$ cat src/rtl/spi_flash_read_pkg.sv
// Shared definitions for the SPI PROM masters: opcodes, FSM encoding and SPI mode-0 timing.
package spi_flash_read_pkg;

    localparam logic [7:0] OP_READ      = 8'h03;
    localparam logic [7:0] OP_FAST_READ = 8'h0B;
    localparam logic [7:0] OP_RDID      = 8'h9F;

    // Mode 0: SPICLK idles low, data launched on falling and captured on rising edges.
    localparam logic SCLK_IDLE  = 1'b0;
    localparam int   ADDR_BYTES = 3;

    typedef enum logic [2:0] {
        ST_IDLE,
        ST_CS_SETUP,
        ST_CMD,
        ST_ADDR,
        ST_DUMMY,
        ST_DATA,
        ST_CS_HOLD,
        ST_GAP
    } state_e;

    // Address byte idx, 0 = most significant (first on the wire).
    function automatic logic [7:0] addr_byte(input logic [23:0] a, input logic [1:0] idx);
        logic [7:0] b;
        b = 8'h00;
        case (idx)
            2'd0:    b = a[23:16];
            2'd1:    b = a[15:8];
            2'd2:    b = a[7:0];
            default: b = 8'h00;
        endcase
        return b;
    endfunction

endpackage

$ cat src/rtl/spi_flash_read_byte_xfer.sv
// spi_byte_xfer: full-duplex 8-bit mode-0 shifter with SPICLK phase generation.
// A load accepted while ready chains the next byte with no gap in the SPICLK train.
module spi_byte_xfer
    import spi_flash_read_pkg::*;
#(
    parameter int CLK_DIV_HALF = 2
) (
    input  logic       clk,
    input  logic       reset,
    input  logic       load,
    input  logic [7:0] tx_byte,
    input  logic       miso,
    output logic       sclk,
    output logic       mosi,
    output logic [7:0] rx_byte,
    output logic       byte_done,
    output logic       ready
);

    localparam int DIV_W = (CLK_DIV_HALF > 1) ? $clog2(CLK_DIV_HALF) : 1;

    logic             active_q, active_d;
    logic             sclk_q, sclk_d;
    logic             mosi_q, mosi_d;
    logic [DIV_W-1:0] div_q, div_d;
    logic [2:0]       bit_q, bit_d;
    logic [6:0]       tx_q, tx_d;
    logic [6:0]       rx_q, rx_d;
    logic             tick, last;

    always_ff @(posedge clk) begin
        if (reset) begin
            active_q <= 1'b0;
            sclk_q   <= SCLK_IDLE;
            mosi_q   <= 1'b0;
            div_q    <= '0;
            bit_q    <= 3'd0;
            tx_q     <= 7'd0;
            rx_q     <= 7'd0;
        end else begin
            active_q <= active_d;
            sclk_q   <= sclk_d;
            mosi_q   <= mosi_d;
            div_q    <= div_d;
            bit_q    <= bit_d;
            tx_q     <= tx_d;
            rx_q     <= rx_d;
        end
    end

    // byte_done/ready flag the cycle whose closing edge is the 8th rise / 8th fall.
    always_comb begin
        tick      = active_q && (div_q == DIV_W'(CLK_DIV_HALF - 1));
        last      = (bit_q == 3'd7);
        byte_done = tick && !sclk_q && last;
        ready     = !active_q || (tick && sclk_q && last);
        rx_byte   = {rx_q, miso};

        active_d = active_q;
        sclk_d   = sclk_q;
        mosi_d   = mosi_q;
        div_d    = div_q;
        bit_d    = bit_q;
        tx_d     = tx_q;
        rx_d     = rx_q;

        if (active_q) begin
            div_d = tick ? '0 : div_q + 1'b1;
            if (tick) begin
                sclk_d = ~sclk_q;
                if (!sclk_q) begin
                    rx_d = {rx_q[5:0], miso};
                end else if (!last) begin
                    bit_d  = bit_q + 3'd1;
                    mosi_d = tx_q[6];
                    tx_d   = {tx_q[5:0], 1'b0};
                end else begin
                    active_d = 1'b0;
                end
            end
        end

        if (load && ready) begin
            active_d = 1'b1;
            sclk_d   = SCLK_IDLE;
            div_d    = '0;
            bit_d    = 3'd0;
            tx_d     = tx_byte[6:0];
            mosi_d   = tx_byte[7];
        end
    end

    assign sclk = sclk_q;
    assign mosi = mosi_q;

endmodule

$ cat src/rtl/spi_flash_read.sv
// SPI READ engine for the serial PROM: opcode + 24-bit address, then byte_count bytes out.
// Define FAST_READ_EN to use FAST_READ (0Bh) with one dummy byte after the address.
module spi_flash_read
    import spi_flash_read_pkg::*;
#(
    parameter int CLK_DIV_HALF = 2,
    parameter int CS_GAP       = 4
) (
    input  logic        clk,
    input  logic        reset,
    input  logic        start,
    input  logic [23:0] addr,
    input  logic [7:0]  byte_count,
    output logic        busy,
    output logic [7:0]  rd_data,
    output logic        rd_valid,
    output logic        done,
    output logic        SPICLK,
    output logic        SPIMOSI,
    input  logic        SPIMISO,
    output logic        chip_select
);

`ifdef FAST_READ_EN
    localparam logic [7:0] OPCODE    = OP_FAST_READ;
    localparam logic       HAS_DUMMY = 1'b1;
`else
    localparam logic [7:0] OPCODE    = OP_READ;
    localparam logic       HAS_DUMMY = 1'b0;
`endif

    state_e      state_q, state_d;
    logic [7:0]  cnt_q, cnt_d;
    logic [1:0]  hdr_q, hdr_d;
    logic [23:0] addr_q, addr_d;
    logic [7:0]  byte_cnt_q, byte_cnt_d;
    logic        cs_q, cs_d;
    logic        busy_q, busy_d;
    logic        done_q, done_d;
    logic        rd_valid_q, rd_valid_d;
    logic [7:0]  rd_data_q, rd_data_d;

    logic        x_load, x_done, x_ready, x_sclk, x_mosi;
    logic [7:0]  x_tx, x_rx;
    logic        accept, half_end, gap_end;

    assign accept   = start && (byte_count != 8'd0);
    assign half_end = (cnt_q == 8'(CLK_DIV_HALF - 1));
    assign gap_end  = (cnt_q == 8'(CS_GAP - 1));

    spi_byte_xfer #(.CLK_DIV_HALF(CLK_DIV_HALF)) u_xfer (
        .clk       (clk),
        .reset     (reset),
        .load      (x_load),
        .tx_byte   (x_tx),
        .miso      (SPIMISO),
        .sclk      (x_sclk),
        .mosi      (x_mosi),
        .rx_byte   (x_rx),
        .byte_done (x_done),
        .ready     (x_ready)
    );

    always_ff @(posedge clk) begin
        if (reset) begin
            state_q    <= ST_IDLE;
            cnt_q      <= 8'd0;
            hdr_q      <= 2'd0;
            addr_q     <= 24'd0;
            byte_cnt_q <= 8'd0;
            cs_q       <= 1'b1;
            busy_q     <= 1'b0;
            done_q     <= 1'b0;
            rd_valid_q <= 1'b0;
            rd_data_q  <= 8'd0;
        end else begin
            state_q    <= state_d;
            cnt_q      <= cnt_d;
            hdr_q      <= hdr_d;
            addr_q     <= addr_d;
            byte_cnt_q <= byte_cnt_d;
            cs_q       <= cs_d;
            busy_q     <= busy_d;
            done_q     <= done_d;
            rd_valid_q <= rd_valid_d;
            rd_data_q  <= rd_data_d;
        end
    end

    always_comb begin
        state_d = state_q;
        unique case (state_q)
            ST_IDLE:     if (accept)   state_d = ST_CS_SETUP;
            ST_CS_SETUP: if (half_end) state_d = ST_CMD;
            ST_CMD:      if (x_ready)  state_d = ST_ADDR;
            ST_ADDR:     if (x_ready && hdr_q == 2'(ADDR_BYTES))
                             state_d = HAS_DUMMY ? ST_DUMMY : ST_DATA;
            ST_DUMMY:    if (x_ready)  state_d = ST_DATA;
            ST_DATA:     if (x_ready && byte_cnt_q == 8'd0) state_d = ST_CS_HOLD;
            ST_CS_HOLD:  if (half_end) state_d = ST_GAP;
            ST_GAP:      if (gap_end)  state_d = ST_IDLE;
            default:                   state_d = ST_IDLE;
        endcase
    end

    // byte_cnt_q holds bytes still to be loaded into the shifter, not bytes received.
    always_comb begin
        cnt_d      = cnt_q + 8'd1;
        hdr_d      = hdr_q;
        addr_d     = addr_q;
        byte_cnt_d = byte_cnt_q;
        cs_d       = cs_q;
        busy_d     = busy_q;
        done_d     = 1'b0;
        x_load     = 1'b0;
        x_tx       = 8'h00;
        rd_valid_d = x_done && (state_q == ST_DATA);
        rd_data_d  = rd_valid_d ? x_rx : rd_data_q;

        unique case (state_q)
            ST_IDLE: begin
                cnt_d = 8'd0;
                if (accept) begin
                    cs_d       = 1'b0;
                    busy_d     = 1'b1;
                    addr_d     = addr;
                    byte_cnt_d = byte_count;
                    hdr_d      = 2'd0;
                end
            end
            ST_CS_SETUP: begin
                if (half_end) begin
                    x_load = 1'b1;
                    x_tx   = OPCODE;
                end
            end
            ST_CMD: begin
                if (x_ready) begin
                    x_load = 1'b1;
                    x_tx   = addr_byte(addr_q, 2'd0);
                    hdr_d  = 2'd1;
                end
            end
            ST_ADDR: begin
                if (x_ready) begin
                    x_load = 1'b1;
                    if (hdr_q == 2'(ADDR_BYTES)) begin
                        if (!HAS_DUMMY) byte_cnt_d = byte_cnt_q - 8'd1;
                    end else begin
                        x_tx  = addr_byte(addr_q, hdr_q);
                        hdr_d = hdr_q + 2'd1;
                    end
                end
            end
            ST_DUMMY: begin
                if (x_ready) begin
                    x_load     = 1'b1;
                    byte_cnt_d = byte_cnt_q - 8'd1;
                end
            end
            ST_DATA: begin
                if (x_ready) begin
                    if (byte_cnt_q != 8'd0) begin
                        x_load     = 1'b1;
                        byte_cnt_d = byte_cnt_q - 8'd1;
                    end else begin
                        cnt_d = 8'd0;
                    end
                end
            end
            ST_CS_HOLD: begin
                if (half_end) begin
                    cs_d   = 1'b1;
                    done_d = 1'b1;
                    cnt_d  = 8'd0;
                end
            end
            ST_GAP: begin
                if (gap_end) busy_d = 1'b0;
            end
            default: ;
        endcase
    end

    assign busy        = busy_q;
    assign rd_data     = rd_data_q;
    assign rd_valid    = rd_valid_q;
    assign done        = done_q;
    assign chip_select = cs_q;
    assign SPICLK      = x_sclk;
    // The shifter is not yet loaded during CS_SETUP, so present the opcode MSB directly.
    assign SPIMOSI     = (state_q == ST_CS_SETUP) ? OPCODE[7] : x_mosi;

endmodule

$ cat config.mk
export PLATFORM = sky130hd
export DESIGN_NAME = spi_flash_read
export DESIGN_NICKNAME = d
export VERILOG_FILES = /design/src/rtl/spi_flash_read_pkg.sv /design/src/rtl/spi_flash_read_byte_xfer.sv /design/src/rtl/spi_flash_read.sv
export SDC_FILE = /design/constraint.sdc
export NUM_CORES = 1
export LEC_CHECK = 0
export CORE_MARGIN = 5
export CORE_UTILIZATION = 40
export DETAILED_ROUTE_END_ITERATION = 7
export GPL_ROUTABILITY_DRIVEN = 1
export PLACE_DENSITY = 0.67
export RECOVER_POWER = 100
export REMOVE_ABC_BUFFERS = 1
export SLEW_MARGIN = 15
export SYNTH_ARGS = -nofsm -noshare
export SYNTH_HDL_FRONTEND = slang
export SYNTH_SLANG_ARGS = --single-unit
export TNS_END_PERCENT = 100
$ cat constraint.sdc
create_clock -name clk -period 4.7 [get_ports clk]
set_input_delay 0.47 -clock clk [delete_from_list [all_inputs] [get_ports clk]]
set_output_delay 0.47 -clock clk [all_outputs]
set_load 0.01 [all_outputs]
==> impl_metrics.yaml <==
outcome:
  status: "complete, but fails checks"
  violations: "max-capacitance violations"
floorplan:
  initial_core_util: 0.409
  die_x_um: 107
  die_area_sq_mm: 0.0115
  die_h_um: 107
  core_area_sq_mm: 0.00920
  row_count: 35
  io_pins: 50
final_layout:
  stdcell_count: 601
  area_delta_synth_final_pct: 16.8
  drive_gt1_frac: 0.0531
  layout.nets: 530
  antenna_cells_inserted: 0
  layout_common_cells: "nand2_1, dfxtp_1, a21oi_1, nor2_1, clkdlybuf4s50_1"
  mostFrequentLayoutCell: "nand2_1"
sta:
  tns_ps: 0
  max_freq_ghz: 0.354
  max-slew-margin-rel: 0.0173
  maxSlewViolCount: 0
  fin_crit_sh: 0.601
  tightest_slew_ps: 1460
  fin_skew_ps: 11.0
  rsz0062_at_grt: "no"
  hold_viol_final: 0
  fin_crit_ps: 2830
  setup_ws_ps: 1870
  setup_viol: 0
drt:
  dr.pass1.iters: 4
  wl_per_cell_um: 13.8
  topRoutingLayerUsed: "met4"
  wl_met3_um: 424
  wl_met2_um: 3820
  routed_wl_um: 8310
  met1Wirelength_um: 4010
  vias_per_cell: 5.38
  ant_nets: 0
  drt-initial-drc-count: 172
  vias: 3233
  drc_errors: 0
place:
  pre_cts_slack_ps: 1760
  dp.cells: 585
  dp_hpwl_um: 5830
  gp_congestion: 0.807
  portBuffers: 49
critical_path:
  crit_required_ps: 4920
  r2r_cells: 5
  end_kind: "flop"
  cp_num_buf_inv: 0
  cp_slowest_cell: "nor3_1"
  crit_chain: "nor2b_1, nand2_1, nor3_1, mux2i_1, nor2_1"
  startpoint: "state_q[0]"
  cp.depth: 5
  timing.rr.start: "state_q[0]"
  critPathKind: "flop to flop"
  crit_family: "simple AND/OR/NAND/NOR gates"
  critPathLaunchType: "flop"
  crit_arrival_ps: 3050
  cp_slowest_stage_delay_ps: 1190
  path_max_fanout: 21
yosys:
  ys.warnings.count: 0
  synthCells: 448
  synth_ff_type: "dfxtp_1"
  yosys.cell_types.count: 65
  synth_top_area_frac: 0.415
  syn_area_per_cell_sq_um: 8.40
  synthArstFlopShare: 0
  synthTopCellsByArea: "dfxtp_1, nand2_1, a21oi_1"
  netlist_area_sq_mm: 0.00376
  yosys.area.top_type: "dfxtp_1"
  synth_edf_count: 0
  synth_seq_cells: 78
  synth-seq-area-share: 0.415
cts:
  cts_max_path_buffers: 2
  cts_tree: "yes"
  insertion_delay_ps: 350
  h-tree-depth: 3
  root_buffer: "clkbuf_8"
  numCtsBuffers: 9
  post_cts_resized: 0
  clock_sink_count: 78
  ctsHoldBuffers: 0
  postCtsSetupRepairBufs: 0
  cts.clk_slew.worst_paths_ps: 80
power_and_ir_drop:
  power.leakage_nw: 1.60
  power.density_mw_per_mm2: 498
  vdd_drop_max_mv: 0.235
global_route:
  grt-ovfl-total: 0
  antenna_found_initial: 0
  grt_pass1_wl_um: 14400
  grt_max_degree: 43
  grt_use_total: 0.153
  grt_pass1_vias: 3103
hold_path:
  whs_path_depth: 2
  hp-start: "chip_select"
  hold_path_class: "flop to flop"
flow_run:
  drv_cap: 1
==> layout make-up <==
cell class                 instances  area [sq um]
clock buffer                      11           131
clock inverter                     5          58.8
fill                             925          4800
inverter                          10          37.5
multi-input combinational        335          1970
sequential                        78          1560
tap                              111           139
timing repair buffer              51           500
==> where the power goes <==
group / internal, W / leakage [nW] / switching [W] / total [W]
registers: 0.000788 / 0.635 / 0.000139 / 0.000927
logic: 0.000329 / 0.873 / 0.000447 / 0.000776
clock network: 0.000247 / 0.0899 / 0.000241 / 0.000487
==> registers in the layout (all words and copies together) (netlist names), 2 cells and up <==
register,cells
hdr_q,2
u_xfer.tx_q,7
cnt_q,8
u_xfer.rx_q,7
state_q,3
byte_cnt_q,8
u_xfer.bit_q,3
rd_data,8
addr_q,24
==> logic make-up after synthesis <==
family,count (synthesis),share of synthesized area
compound gates,110,0.205
xor+xnor,8,0.0186
fa+ha+maj,9,0.0299
buf+inv,35,0.0442
flops,78,0.415
mux,15,0.0399
simple gates,193,0.248
==> metal layers <==
layer / global-route usage / vias up
met4: 0.0420 / 0
li1: - / 1651
met1: 0.210 / 1507
met2: 0.236 / 71
met3: 0.0452 / 4
met5: 0 / -
==> worst reg2reg max path: stages (launching register included) <==
cell and delay [ps]:
dfxtp_1 780, nor2b_1 260, nand2_1 140, nor3_1 1190, mux2i_1 300, nor2_1 50
==> synth_stat cells, drive strengths merged, types with 5 or more instances <==
master,n
xor2,5
inv,10
a211oi,7
nor2,41
nand2b,6
clkbuf,16
nor4,5
a21oi,51
nand3,7
a22oi,7
o22a,7
ha,9
mux2i,15
o21ai,7
nor3,25
buf,9
a22o,7
nand2,80
dfxtp,78
==> final timing paths <==
check,end,slack (ps)
worst max-delay path,rd_data[0],1870
worst min-delay path,chip_select,440
worst max register to register,rd_data[0],1870
worst min register to register,chip_select,440
==> per-stage QoR <==
step | utilization | total power [W] | cell area [sq um] | hold WS (ps)
floorplan | - | 0.00154 | 3640 | 430
global placement | 0.465 | 0.00174 | 4280 | 432
detailed placement | 0.465 | 0.00177 | 4280 | 434
CTS | 0.486 | 0.00227 | 4470 | 447
global route | 0.478 | 0.00237 | 4400 | 473
finish | 0.478 | 0.00219 | 4400 | 440
(Power assumes the default switching activity.)
